### src/rtl/bin2bcd_seq.sv
// bin2bcd_seq -- sequential binary-to-BCD converter (double dabble).
//
// One conversion takes W iterations, one per clock, after the start edge.
//
// Handshake: st is sampled on every rising clk edge. It is accepted only in
// IDLE or DONE, and ignored while busy=1. A start request is not queued.
// Once accepted, bin is captured and busy rises. Exactly W edges later, bcd
// is updated and done pulses for one cycle. bcd holds its value between
// completions.
//
// Ports:
//   clk        rising-edge clock
//   rst        asynchronous active-high reset
//   st         start request
//   bin[W-1:0] unsigned binary input, sampled only on the accepted start edge
//   busy       high while a conversion is in progress (SHIFT state)
//   done       one-cycle pulse when bcd is updated
//   bcd[4D-1:0] packed BCD result; digit 0 is in bits [3:0]
//   dbg_state  current FSM state (0=IDLE, 1=SHIFT, 2=DONE), for observation
module bin2bcd_seq #(
  parameter int W = 32,
  parameter int D = 10
) (
  input  logic           clk,
  input  logic           rst,
  input  logic           st,
  input  logic [W-1:0]   bin,
  output logic           busy,
  output logic           done,
  output logic [4*D-1:0] bcd,
  output logic [1:0]     dbg_state
);

  typedef enum logic [1:0] {
    IDLE  = 2'd0,
    SHIFT = 2'd1,
    DONE  = 2'd2
  } state_t;

  // The counter must reach W without wrapping.
  localparam int CW = $clog2(W + 1);
  localparam logic [CW-1:0] LAST = CW'(W - 1);

  state_t         state;
  logic [W-1:0]   sreg;
  logic [4*D-1:0] acc;
  logic [4*D-1:0] acc_adj;
  logic [4*D-1:0] acc_next;
  logic [CW-1:0]  cnt;

  // One double-dabble step.
  // First add 3 to every digit >= 5.
  // Then shift the next binary MSB into the accumulator.
  always_comb begin
    acc_adj = acc;
    for (int i = 0; i < D; i++) begin
      if (acc[4*i +: 4] >= 4'd5) begin
        acc_adj[4*i +: 4] = acc[4*i +: 4] + 4'd3;
      end
    end
    acc_next = {acc_adj[4*D-2:0], sreg[W-1]};
  end

  always_ff @(posedge clk or posedge rst) begin
    if (rst) begin
      state <= IDLE;
      sreg  <= '0;
      acc   <= '0;
      cnt   <= '0;
      bcd   <= '0;
      busy  <= 1'b0;
      done  <= 1'b0;
    end else begin
      done <= 1'b0;
      case (state)
        IDLE, DONE: begin
          if (st) begin
            sreg  <= bin;
            acc   <= '0;
            cnt   <= '0;
            busy  <= 1'b1;
            state <= SHIFT;
          end else begin
            busy  <= 1'b0;
            state <= IDLE;
          end
        end
        SHIFT: begin
          acc  <= acc_next;
          sreg <= {sreg[W-2:0], 1'b0};
          cnt  <= cnt + 1'b1;
          // The last iteration publishes its own result on this same edge.
          // Intermediate accumulator values therefore never reach bcd.
          if (cnt == LAST) begin
            bcd   <= acc_next;
            done  <= 1'b1;
            busy  <= 1'b0;
            state <= DONE;
          end
        end
        default: begin
          busy  <= 1'b0;
          state <= IDLE;
        end
      endcase
    end
  end

  assign dbg_state = state;

endmodule

### config.mk
export PLATFORM = sky130hd
export DESIGN_NAME = bin2bcd_seq
export DESIGN_NICKNAME = d
export VERILOG_FILES = /design/src/rtl/bin2bcd_seq.sv
export SDC_FILE = /design/constraint.sdc
export NUM_CORES = 1
export LEC_CHECK = 0
export ABC_AREA = 1
export BUFFER_PORTS_ARGS = -buffer_cell sky130_fd_sc_hd__buf_2
export CAP_MARGIN = 15
export CORE_ASPECT_RATIO = 0.8
export CORE_MARGIN = 4
export CORE_UTILIZATION = 52
export DETAILED_ROUTE_END_ITERATION = 7
export HOLD_SLACK_MARGIN = 0.06
export PLACE_DENSITY = 0.73
export SYNTH_ARGS = -nofsm -noshare
export SYNTH_HDL_FRONTEND = slang
export SYNTH_SLANG_ARGS = --single-unit
### constraint.sdc
create_clock -name clk -period 3.9 [get_ports clk]
set_clock_uncertainty 0.2 [all_clocks]
set_input_delay 0.195 -clock clk [delete_from_list [all_inputs] [get_ports clk]]
set_output_delay 0.195 -clock clk [all_outputs]
set_load 0.02 [all_outputs]
Word-level counts from Yosys, hierarchy flattened
Index checks and enable logic that the tools add are counted.
{ "op_classes": {"n_addsub": 11, "order_cmp": 10, "n_eq_ne": 5, "muxes": 24, "reduce_logical": 5} }
{ "ops": {"columns": ["operator", "n"], "rows": [
  ["$pmux W40 S2", 1],
  ["$pmux W32 S2", 1],
  ["$ge A4 B3 Y1 const B", 10],
  ["$mux W40", 1],
  ["$add A4 B2 Y4 const B", 9],
  ["$mux W4", 9],
  ["$mux W32", 1],
  ["$pmux W6 S2", 1],
  ["$add A6 B1 Y6 const B", 1],
  ["$eq A6 B5 Y1 const B", 1],
  ["$mux W6", 1],
  ["$mux W1", 5],
  ["$ne A2 B2 Y1 const B", 2],
  ["$pmux W2 S2", 1],
  ["$reduce_and A2 Y1", 2],
  ["$add A3 B2 Y3 const B", 1],
  ["$mux W3", 1],
  ["$eq A2 B1 Y1 const B", 1],
  ["$eq A2 B2 Y1 const B", 1],
  ["$logic_not A2 Y1", 1],
  ["$mux W2", 1],
  ["$pmux W1 S2", 1],
  ["$reduce_bool A2 Y1", 1],
  ["$reduce_or A2 Y1", 1]
]} }
{ "totals": {"ff_bits": 122, "inputBits": 35, "wordCells": 62} }

Depth between registers and ports, before layout
Gate-level depths: netlist of run 1.
{ "logic_depth": {"ltp_word": 4, "ltp_mapped": 9} }

Worst setup path after synthesis of run 1
OpenSTA, ideal clock, no wires.
{ "synth_path": {"path_kind": "reg-to-reg", "startpoint": "register cnt[0]", "endpoint": "register bcd[39]", "arrival_ns": 1.138, "path_slack_ns": 2.434, "path_stages_with_launch": 8, "n_path_buf": 1, "period_less_slack_ns": 1.466, "path_cell_list": "dfrtp_1 -> ha_1 -> nand2_2 -> nor2_4 -> nand3_4 -> buf_2 -> nand2_1 -> o21ai_0"} }
{ "synth_between": {"elab_chain_len": 2} }
{ "synth_lines": {"columns": ["element", "line_no", "rtl"], "rows": [
  ["start: declaration", "49", "logic [CW-1:0] cnt;"],
  ["start signal: assignment", "91", "cnt <= cnt + 1'b1;"],
  ["$eq A6 B5 Y1", "94", "if (cnt == LAST) begin"],
  ["$reduce_and A2 Y1 (no source line)", null, null],
  ["end signal: assignment", "95", "bcd <= acc_next;"],
  ["end: declaration", "30", "output logic [4*D-1:0] bcd,"]
]} }
No other way between the ends.
A chain may end at the register's enable or synchronous reset.

Worst setup path after layout of run 1
{ "layout_path": {"startpoint": "register state[0], in the netlist dbg_state[0]", "endpoint": "register acc[1]"} }
{ "layout_between": {"elab_chain_len": 4, "elab_cells_between_ends": 8, "cone_classes": "eq/ne: 3; mux: 1; reduce/logical: 4"} }
{ "layout_lines": {"columns": ["element", "line_no", "rtl"], "rows": [
  ["start: declaration", "44", "state_t state;"],
  ["start signal: assignment", "66", "state <= IDLE;"],
  ["start signal: assignment", "82", "state <= SHIFT;"],
  ["start signal: assignment", "85", "state <= IDLE;"],
  ["$eq A2 B2 Y1 or $logic_not A2 Y1 (tied branches)", "75", "case (state)"],
  ["$reduce_or A2 Y1", "75", null],
  ["$ne A2 B2 Y1 (no source line) or $reduce_bool A2 Y1 (tied branches)", null, null],
  ["$reduce_and A2 Y1 (no source line)", null, null],
  ["end signal: assignment", "89", "acc <= acc_next;"],
  ["end: declaration", "46", "logic [4*D-1:0] acc;"]
]} }
Parallel ways exist; a longest one is shown, timed or not.

==> results.py, run 1 <==
metrics = {
    "outcome": {
        "status": "complete, no violations",
    },
    "global_route": {
        "grt_pass1_vias": 5168,
        "antenna_found_initial": 0,
        "track_usage_pct": 22.8,
        "grt.overflow.total": 0,
        "grt_max_degree": 70,
        "grt_pass1_wl_mm": 24.1,
    },
    "finish": {
        "layout-area-overhead-vs-synth_pct": 23.3,
        "final_nets": 931,
        "fillers": 914,
        "ff_latch_area_um2": 3050,
        "n_antenna_cell": 0,
        "final_cell_area_um2": 7300,
        "multi_input_area_um2": 2470,
        "drive_gt1_share_pct": 13.1,
    },
    "setup_path": {
        "worstPathCellList": "nand2_1 -> nand2_1 -> inv_2 -> nand2_1 -> nand2_1",
        "cpPeakStageDelay_ps": 930,
        "rrSetupSlack_ps": 1070,
        "cp_common_cell": "nand2_1",
        "critPathCaptureType": "flop",
        "start_kind": "flop",
        "reg2reg_to": "acc[1]$_DFFE_PP0P_",
        "r2r_cells": 5,
        "critPathMaxFanout": 61,
        "r2r-start": "dbg_state[0]$_DFFE_PP0P_",
        "cp_slowest_cell": "inv_2",
        "worstPathArrival_ps": 2980,
        "crit_type": "reg2reg",
        "worstPathRequired_ps": 4050,
    },
    "yosys": {
        "synthTopCellsByCount": "nand2_1 (377), dfrtp_1 (122), inv_1 (68)",
        "yosysTopAreaCell": "dfrtp_1",
        "synth_cells": 767,
        "synth_top_area_share_pct": 51.6,
        "ys_warn_count": 0,
        "ys_types": 22,
        "async_flop_share_pct": 100,
        "post_synth.cell_area_avg_um2": 7.72,
        "synth_area_leaders": "dfrtp_1 (52%), nand2_1 (24%), nand3_1 (4.7%)",
        "synth_ff_type": "dfrtp_1",
        "synth_edf_count": 0,
        "yosysMostFrequentCell": "nand2_1",
        "syn_area_um2": 5920,
        "seq_area_frac_synth_pct": 51.6,
        "synth_nets": 823,
        "ys_ff_latch": 122,
    },
    "timing": {
        "period_share_pct": 72.6,
        "setup_viol": 0,
        "hold_viol": 0,
        "period_needed_ps": 2830,
        "report.final.slew_viol_count": 0,
        "finalSetupTns_ps": 0,
        "holdWs_ps": 270,
        "maxSlewHeadroom_pct": 31.0,
        "fmax_mhz": 353,
        "rsz0062_at_grt": "no",
        "worst_pin_slew_ps": 1030,
    },
    "power_and_ir_drop": {
        "cellLeakagePower_nw": 4.00,
        "p_per_area_nw_per_um2": 774,
        "peakVddDrop_uv": 403,
    },
    "detailed_routing": {
        "drcViolationCount": 0,
        "wl_mm": 14.0,
        "first_pass_iters": 5,
        "via_per_inst": 5.16,
        "drt-wirelength-per-cell_um": 13.6,
        "drt_iter0_drc": 351,
        "vias": 5322,
        "ant_nets": 0,
    },
    "clock_network": {
        "cts_setup_buffers": 0,
        "cts_buffer_depth": 2,
        "numCtsBuffers": 17,
        "clkSlewWorstSetupHoldPaths_ps": 50,
        "cts-root-buf": "clkbuf_16",
        "cts-resized-gates": 0,
        "cts_tree": "done",
        "cts.sinks": 122,
        "h-tree-depth": 4,
        "insertion_delay_ps": 410,
    },
    "floorplan": {
        "die_area_um2": 13200,
        "io_pins": 79,
        "coreArea_um2": 11000,
        "rows": 34,
        "die_h_um": 103,
        "fp.dieW_um": 127,
        "start_util_pct": 53.7,
    },
    "worst_hold_path": {
        "worst_hold_path_type": "reg2reg",
        "holdPathEnd": "bcd[6]$_DFFE_PP0P_",
        "min-delay-start": "bcd[6]$_DFFE_PP0P_",
        "whs_path_depth": 2,
    },
    "placed_design": {
        "gp_congestion": 0.838,
        "dp_hpwl_mm": 8.74,
        "port_buffers": 78,
        "dpl_cell_area_um2": 6380,
    },
    "flow_run": {
        "cap_viol_max_count": 0,
    },
}
[registers in the layout, summed over array words and instances, names as in the netlist]
| register | flops |
|---|---|
| cnt | 6 |
| acc | 40 |
| dbg_state | 2 |
| bcd | 40 |
| done | 1 |
| busy | 1 |
| sreg | 32 |
[through the flow]
step                std cells  util [%]  setup slack [ps]  total power, mW
CTS                      1032      66.2              1100             5.65
finish                   1032      66.2              1070             5.65
floorplan                 767         -               262             3.55
global route             1032      66.2               833             6.12
detailed placement        966      57.9              1100             4.07
global placement          966      57.9              1220             3.91
[logic make-up after synthesis]
family	after synthesis	synth area share, %
AOI/OAI and AO/OA	50	4.63
adders and majority gates	21	4.44
buffers and inverters	97	6.74
DFF	122	51.6
and+or+nand+nor	477	32.6
[worst max path at each step]
stage / startpoint / to / slack [ps] / cells past startpoint
finish: dbg_state[0]$_DFFE_PP0P_ / acc[1]$_DFFE_PP0P_ / 1070 / 5
floorplan: rst / acc[0]$_DFFE_PP0P_ / 260 / 1
detailed placement: dbg_state[0]$_DFFE_PP0P_ / sreg[30]$_DFFE_PP0P_ / 1100 / 5
global placement: dbg_state[0]$_DFFE_PP0P_ / sreg[30]$_DFFE_PP0P_ / 1220 / 5
CTS: dbg_state[0]$_DFFE_PP0P_ / sreg[30]$_DFFE_PP0P_ / 1100 / 5
global route: dbg_state[0]$_DFFE_PP0P_ / sreg[4]$_DFFE_PP0P_ / 830 / 5
[cell type report]
cell class                 count  share of cell area (%)
sequential                   122                    41.8
tap                          144                    2.47
inverter                      71                    3.69
clock inverter                 8                    1.27
clock buffer                  24                    6.60
multi-input combinational    548                    33.8
timing repair buffer         115                    10.3
[routing by layer]
| metal | global-route usage (%) | vias up | wire (um) |
|---|---|---|---|
| li1 | - | 2630 | - |
| met3 | 5.80 | 35 | 848 |
| met4 | 8.82 | 0 | 277 |
| met1 | 29.9 | 2484 | 6230 |
| met2 | 37.1 | 173 | 6680 |
| met5 | 0 | - | 0 |
[where the power goes]
part | internal, mW | switching, mW | leakage, nW | total, mW
sequential | 1.70 | 0.324 | 1.49 | 2.02
combinational | 0.711 | 1.39 | 2.23 | 2.10
clock | 0.984 | 0.536 | 0.284 | 1.52
total | 3.39 | 2.25 | 4.00 | 5.65
[cells in the final DEF (no fill, tap or decap), drive strengths merged]
master	Yosys	routed
clkinv	0	5
clkinvlp	0	1
nand4	19	19
bufinv	0	2
clkbuf	5	24
inv	71	71
nor2	23	23
buf	21	81
a22o	1	1
a21oi	1	1
ha	21	21
o22ai	10	10
dfrtp	122	122
o211ai	3	3
nand2	378	378
nand3	57	57
dlygate4sd3	0	34
o21ai	35	35
[timing repair]
action                                  4_1_cts  5_1_grt
endpoints found under the setup margin        0        0
hold endpoints to repair                     99        0
hold buffers                                 34        0
[critical path: cells and delay by family (launching register included)]
| kind | cells | cell delay (ps) |
|---|---|---|
| buffers and inverters | 1 | 930 |
| AND/OR/NAND/NOR | 4 | 1220 |
| flip-flops | 1 | 390 |
Note: power is estimated with default switching activity, not from simulation.
==> inputs of run 2 (changes only) <==
==> constraint.sdc (replaced) <==
create_clock -name clk -period 2.8 [get_ports clk]
set_clock_uncertainty 0.2 [all_clocks]
set_input_delay 0.14 -clock clk [delete_from_list [all_inputs] [get_ports clk]]
set_output_delay 0.14 -clock clk [all_outputs]
set_load 0.02 [all_outputs]
==> results.py, run 2 (synthesized netlist as in run 1, its figures left out) <==
metrics = {
    "finish": {
        "final_nets": 936,
        "layout-area-overhead-vs-synth_pct": 25.0,
        "n_antenna_cell": 0,
        "drive_gt1_share_pct": 13.9,
        "final_common_cell": "nand2_1",
        "reg_top3": "acc (40), bcd (40), sreg (32)",
        "final_cell_mix": "nand2_1 (377), dfrtp_1 (122), buf_2 (78)",
    },
    "clock_network": {
        "clkSlewWorstSetupHoldPaths_ps": 60,
        "numCtsBuffers": 17,
        "cts-root-buf": "clkbuf_16",
        "cts_buffer_depth": 2,
        "cts.sinks": 122,
        "cts-resized-gates": 0,
        "insertion_delay_ps": 420,
        "h-tree-depth": 4,
        "cts_setup_buffers": 0,
        "cts_tree": "done",
    },
    "global_route": {
        "grt_max_degree": 123,
        "antenna_found_initial": 0,
        "grt_pass1_wl_mm": 24.9,
        "use_met2_pct": 40.3,
        "grt_pass1_vias": 5268,
        "grt.overflow.total": 0,
        "grtUsageMet1_pct": 30.4,
        "met3_usage_pct": 6.47,
        "track_usage_pct": 23.7,
        "grt.busiest_layer": "met2",
    },
    "timing": {
        "report.final.slew_viol_count": 0,
        "fmax_mhz": 452,
        "worst_pin_slew_ps": 737,
        "maxSlewHeadroom_pct": 50.9,
        "setup_viol": 0,
        "finalSetupTns_ps": 0,
        "hold_viol": 0,
        "period_needed_ps": 2210,
        "rsz0062_at_grt": "no",
        "period_share_pct": 79.1,
    },
    "power_and_ir_drop": {
        "power.share.clock_pct": 28.5,
        "switching_share_pct": 40.2,
        "power_mw": 8.13,
        "combPwrFrac_pct": 36.8,
        "netSwitchingPower_mw": 3.27,
        "p_int_mw": 4.87,
        "peakVddDrop_uv": 496,
        "p_per_area_nw_per_um2": 1100,
        "cellLeakagePower_nw": 4.04,
        "seqPwrFrac_pct": 34.7,
    },
    "floorplan": {
        "coreArea_um2": 11000,
        "rows": 34,
        "start_util_pct": 53.7,
        "die_h_um": 103,
        "fp.dieW_um": 127,
        "die_area_um2": 13200,
        "io_pins": 79,
    },
    "setup_path": {
        "worstPathArrival_ps": 2370,
        "cp_slowest_cell": "inv_2",
        "critPathCaptureType": "flop",
        "cpPeakStageDelay_ps": 580,
        "start_kind": "flop",
        "critPathMaxFanout": 31,
        "worstPathRequired_ps": 2960,
        "worstPathCellList": "ha_1 -> nand2_2 -> nor2_4 -> nand3_4 -> inv_2 -> nand2_1 -> nand2_1",
        "crit_type": "reg2reg",
        "cp_common_cell": "nand2_1",
    },
    "detailed_routing": {
        "drcViolationCount": 0,
        "wl_mm": 14.5,
        "ant_nets": 0,
        "vias": 5365,
        "via_per_inst": 5.17,
        "first_pass_iters": 8,
        "drt_iter0_drc": 560,
        "drt-wirelength-per-cell_um": 14.0,
    },
    "placed_design": {
        "gp_congestion": 0.841,
        "port_buffers": 78,
        "dp_hpwl_mm": 9.12,
    },
    "worst_hold_path": {
        "worst_hold_path_type": "in2async",
    },
    "flow_run": {
        "cap_viol_max_count": 0,
    },
    "outcome": {
        "status": "complete, no violations",
    },
}
## run 2: worst paths after layout
| kind | depth (start not counted) | end | from | slack (ps) |
|---|---|---|---|---|
| max | 7 | bcd[37]$_DFFE_PP0P_ | cnt[0]$_DFFE_PP0P_ | 590 |
| max reg2reg | 7 | bcd[37]$_DFFE_PP0P_ | cnt[0]$_DFFE_PP0P_ | 590 |
| min | 4 | acc[5]$_DFFE_PP0P_ | rst | 210 |
| min in group clk | 2 | bcd[25]$_DFFE_PP0P_ | bcd[25]$_DFFE_PP0P_ | 280 |
| max in group asynchronous | 4 | bcd[17]$_DFFE_PP0P_ | rst | 1640 |
| min reg2reg | 2 | bcd[25]$_DFFE_PP0P_ | bcd[25]$_DFFE_PP0P_ | 280 |
## run 2: critical path, delay by kind of cell (launching register included)
family	cells	cell delay, ps
buffers and inverters	1	580
AND/OR/NAND/NOR	5	750
flip-flops	1	400
adder cells (fa/ha/maj)	1	210
## run 2: metal layers
layer	wire length, um	up-vias
li1	-	2646
met1	6590	2566
met2	7030	136
met3	726	17
met4	198	0
met5	0	-
## run 2: power groups by stage
stage | clock network [mW] | registers, mW | logic, mW
2_1_floorplan | 0 | 2.77 | 2.18
3_3_place_gp | 0 | 2.79 | 2.72
3_5_place_dp | 0 | 2.82 | 2.91
4_1_cts | 2.34 | 2.81 | 2.97
5_1_grt | 2.44 | 2.90 | 3.47
6_report | 2.32 | 2.82 | 2.99
## run 2: final cells by class
type                            count  area (um^2)
Timing Repair Buffer              120          803
Fill cell                         861         3620
Clock inverter                     14          196
Clock buffer                       18          429
Sequential cell                   122         3050
Multi-Input combinational cell    548         2470
Tap cell                          144          180
Inverter                           71          270
## run 2: what timing repair did
item,4_1_cts,5_1_grt
endpoints found under the hold margin,157,0
hold buffers,34,0
setup endpoints to repair,0,0
## run 2: through the flow
stage	setup slack, ps	utilization [%]	instance area (um^2)	std cells	hold WS [ps]
global placement	719	58.4	6430	971	158
global route	403	67.2	7400	1037	274
floorplan	963	-	5920	767	56.6
detailed placement	630	58.4	6430	971	160
finish	586	67.2	7400	1037	213
CTS	593	67.2	7400	1037	255
==> inputs of run 3 (changes only) <==
--- a/config.mk
+++ b/config.mk
@@ -5,7 +5,7 @@
 export SDC_FILE = /design/constraint.sdc
 export NUM_CORES = 1
 export LEC_CHECK = 0
-export ABC_AREA = 1
+export ABC_AREA = 0
 export BUFFER_PORTS_ARGS = -buffer_cell sky130_fd_sc_hd__buf_2
 export CAP_MARGIN = 15
 export CORE_ASPECT_RATIO = 0.8
@@ -13,7 +13,7 @@
 export CORE_UTILIZATION = 52
 export DETAILED_ROUTE_END_ITERATION = 7
 export HOLD_SLACK_MARGIN = 0.06
-export PLACE_DENSITY = 0.73
+export PLACE_DENSITY = 0.76
 export SYNTH_ARGS = -nofsm -noshare
 export SYNTH_HDL_FRONTEND = slang
 export SYNTH_SLANG_ARGS = --single-unit
==> constraint.sdc (replaced) <==
create_clock -name clk -period 1.8 [get_ports clk]
set_clock_uncertainty 0.2 [all_clocks]
set_input_delay 0.09 -clock clk [delete_from_list [all_inputs] [get_ports clk]]
set_output_delay 0.09 -clock clk [all_outputs]
set_load 0.02 [all_outputs]
==> results.py, run 3 <==
metrics = {
    "outcome": {
        "status": "finished with violations",
        "violations": "setup timing",
    },
    "floorplan": {
        "die_h_um": 101,
        "fp.dieW_um": 124,
        "start_util_pct": 53.8,
        "die_area_um2": 12500,
        "rows": 33,
        "io_pins": 79,
        "coreArea_um2": 10400,
    },
    "yosys": {
        "ys_types": 29,
        "synth_top_area_share_pct": 54.7,
        "synth_nets": 586,
        "synth_area_leaders": "dfrtp_1 (55%), nand2_1 (5.7%), ha_1 (4.7%)",
        "synth_edf_count": 0,
        "ys_warn_count": 0,
        "syn_area_um2": 5580,
        "post_synth.cell_area_avg_um2": 10.5,
        "seq_area_frac_synth_pct": 54.7,
        "synthTopCellsByCount": "dfrtp_1 (122), nand2_1 (85), o21ai_0 (45)",
        "yosysTopAreaCell": "dfrtp_1",
        "async_flop_share_pct": 100,
        "synth_cells": 530,
        "yosysMostFrequentCell": "dfrtp_1",
        "synth_ff_type": "dfrtp_1",
        "ys_ff_latch": 122,
    },
    "detailed_routing": {
        "first_pass_iters": 6,
        "drt-wirelength-per-cell_um": 17.5,
        "vias": 4576,
        "wl_mm": 14.3,
        "drcViolationCount": 0,
        "ant_nets": 0,
        "met3WireLength_um": 719,
        "top_layer": "met4",
        "drt_iter0_drc": 449,
        "wl_met1_mm": 6.16,
        "via_per_inst": 5.57,
        "wl_met2_mm": 7.20,
    },
    "timing": {
        "setup_viol": 14,
        "worst_pin_slew_ps": 365,
        "period_needed_ps": 1850,
        "setup_ws_ps": -51.3,
        "maxSlewHeadroom_pct": 75.6,
        "period_share_pct": 103,
        "report.final.slew_viol_count": 0,
        "rsz0062_at_grt": "yes",
        "hold_viol": 0,
        "holdWs_ps": 215,
        "fmax_mhz": 540,
    },
    "flow_run": {
        "cap_viol_max_count": 0,
    },
    "setup_path": {
        "worstPathRequired_ps": 1910,
        "critPathCaptureType": "flop",
        "crit_type": "reg2reg",
        "r2r_cells": 6,
        "critPathMaxFanout": 7,
        "worstPathArrival_ps": 1960,
        "start_kind": "flop",
    },
    "finish": {
        "finish.utilization_pct": 74.7,
        "final_cell_area_um2": 7740,
        "final_common_cell": "dfrtp_1",
        "final_cell_mix": "dfrtp_1 (119), nand2_1 (85), buf_2 (78)",
        "final_nets": 724,
        "layout-area-overhead-vs-synth_pct": 38.7,
        "reg_top3": "acc (40), bcd (40), sreg (32)",
        "n_antenna_cell": 0,
        "drive_gt1_share_pct": 33.0,
    },
    "global_route": {
        "grt_pass1_wl_mm": 21.5,
        "grt_max_degree": 66,
        "grt.overflow.total": 0,
        "track_usage_pct": 22.2,
        "grt_pass1_vias": 4476,
        "antenna_found_initial": 0,
    },
    "power_and_ir_drop": {
        "seqPwrFrac_pct": 34.6,
        "netSwitchingPower_mw": 5.33,
        "combPwrFrac_pct": 40.2,
        "power_mw": 14.4,
        "cellLeakagePower_nw": 3.58,
        "power.share.clock_pct": 25.1,
        "p_per_area_nw_per_um2": 1870,
        "p_int_mw": 9.11,
        "switching_share_pct": 36.9,
        "peakVddDrop_uv": 1120,
    },
    "clock_network": {
        "cts.sinks": 122,
        "cts_buffer_depth": 2,
        "insertion_delay_ps": 430,
        "cts_tree": "done",
        "clkSlewWorstSetupHoldPaths_ps": 60,
        "numCtsBuffers": 17,
        "h-tree-depth": 4,
        "cts-root-buf": "clkbuf_16",
    },
    "placed_design": {
        "port_buffers": 78,
        "dpl_cell_area_um2": 6240,
        "gp_congestion": 0.822,
        "dp_slack_ps": -83.2,
        "dp_hpwl_mm": 7.89,
    },
    "worst_hold_path": {
        "whs_path_depth": 4,
        "worst_hold_path_type": "in2reg",
    },
}
-- run 3: cell types whose count changed after synthesis, moves of 21 or more --
cell	delta
a22o_1	+22
nand3_1	-53
nand2_1	-292
inv_1	-46
a21oi_1	+27
a22oi_1	+31
mux2_2	+21
-- run 3: worst paths after layout --
check / end / start / slack (ps)
worst max-delay path: bcd[25]$_DFFE_PP0P_ / cnt[1]$_DFFE_PP0P_ / -50
worst min register to register: sreg[22]$_DFFE_PP0P_ / sreg[22]$_DFFE_PP0P_ / 270
min in group asynchronous: bcd[3]$_DFFE_PP0P_ / rst / 580
max in group asynchronous: acc[32]$_DFFE_PP0P_ / rst / 170
worst max register to register: bcd[25]$_DFFE_PP0P_ / cnt[1]$_DFFE_PP0P_ / -50
worst min-delay path: sreg[13]$_DFFE_PP0P_ / bin[13] / 220
-- run 3: kinds of logic (layout without fill, tap and decap cells) --
logic type                 Yosys count  count (layout)  share of synthesized area [%]
and+or+nand+nor                    157             157                           13.4
adders and majority gates           21              21                           4.71
buffers and inverters               50             201                           3.90
DFF                                122             122                           54.7
muxes                               31              31                           6.03
xor gates and xnor gates            10              10                           1.57
AOI/OAI and AO/OA                  139             139                           15.7
-- run 3: worst max-delay path: stages, from the launching register on --
cell and delay (ps):
dfrtp_1 400, ha_4 170, nand3_4 90, nor3_4 210, buf_12 170, clkbuf_16 170, mux2_2 330
-- run 3: what timing repair did --
action,in CTS,in global routing
gates resized for setup,14,68
setup buffers,3,7
gates cloned,1,5
pin swaps,2,14
hold buffers,35,0
setup endpoints to repair,30,48
hold endpoints to repair,159,0
-- run 3: stage by stage --
stage                     setup TNS, ps  cells
after CTS                         -70.3    810
after global placement                0    739
after global routing              -2490    821
final                              -244    821
after floorplan                       0    530
after detailed placement          -1320    739
-- run 3: area by class of cell --
cell class                      instances  area [um^2]
Timing Repair Buffer                  147         1180
Sequential cell                       122         3060
Tap cell                              140          175
Multi-Input combinational cell        358         2610
Fill cell                             681         2620
Clock inverter                         12          171
Inverter                               22         86.3
Clock buffer                           20          457
-- run 3: layer usage --
layer	vias up	track usage (%)
met3	31	6.62
met4	0	7.83
met2	135	35.8
met1	2275	28.5
li1	2135	-
met5	-	0
-- run 3: power groups by stage --
| stage | clock (mW) | sequential (mW) | combinational [mW] |
|---|---|---|---|
| 6_report | 3.63 | 5.00 | 5.81 |
| 5_1_grt | 3.82 | 5.16 | 6.37 |
| 4_1_cts | 3.65 | 4.87 | 5.02 |
| 3_5_place_dp | 0 | 4.87 | 4.83 |
| 3_3_place_gp | 0 | 4.79 | 4.57 |
| 2_1_floorplan | 0 | 5.20 | 3.01 |
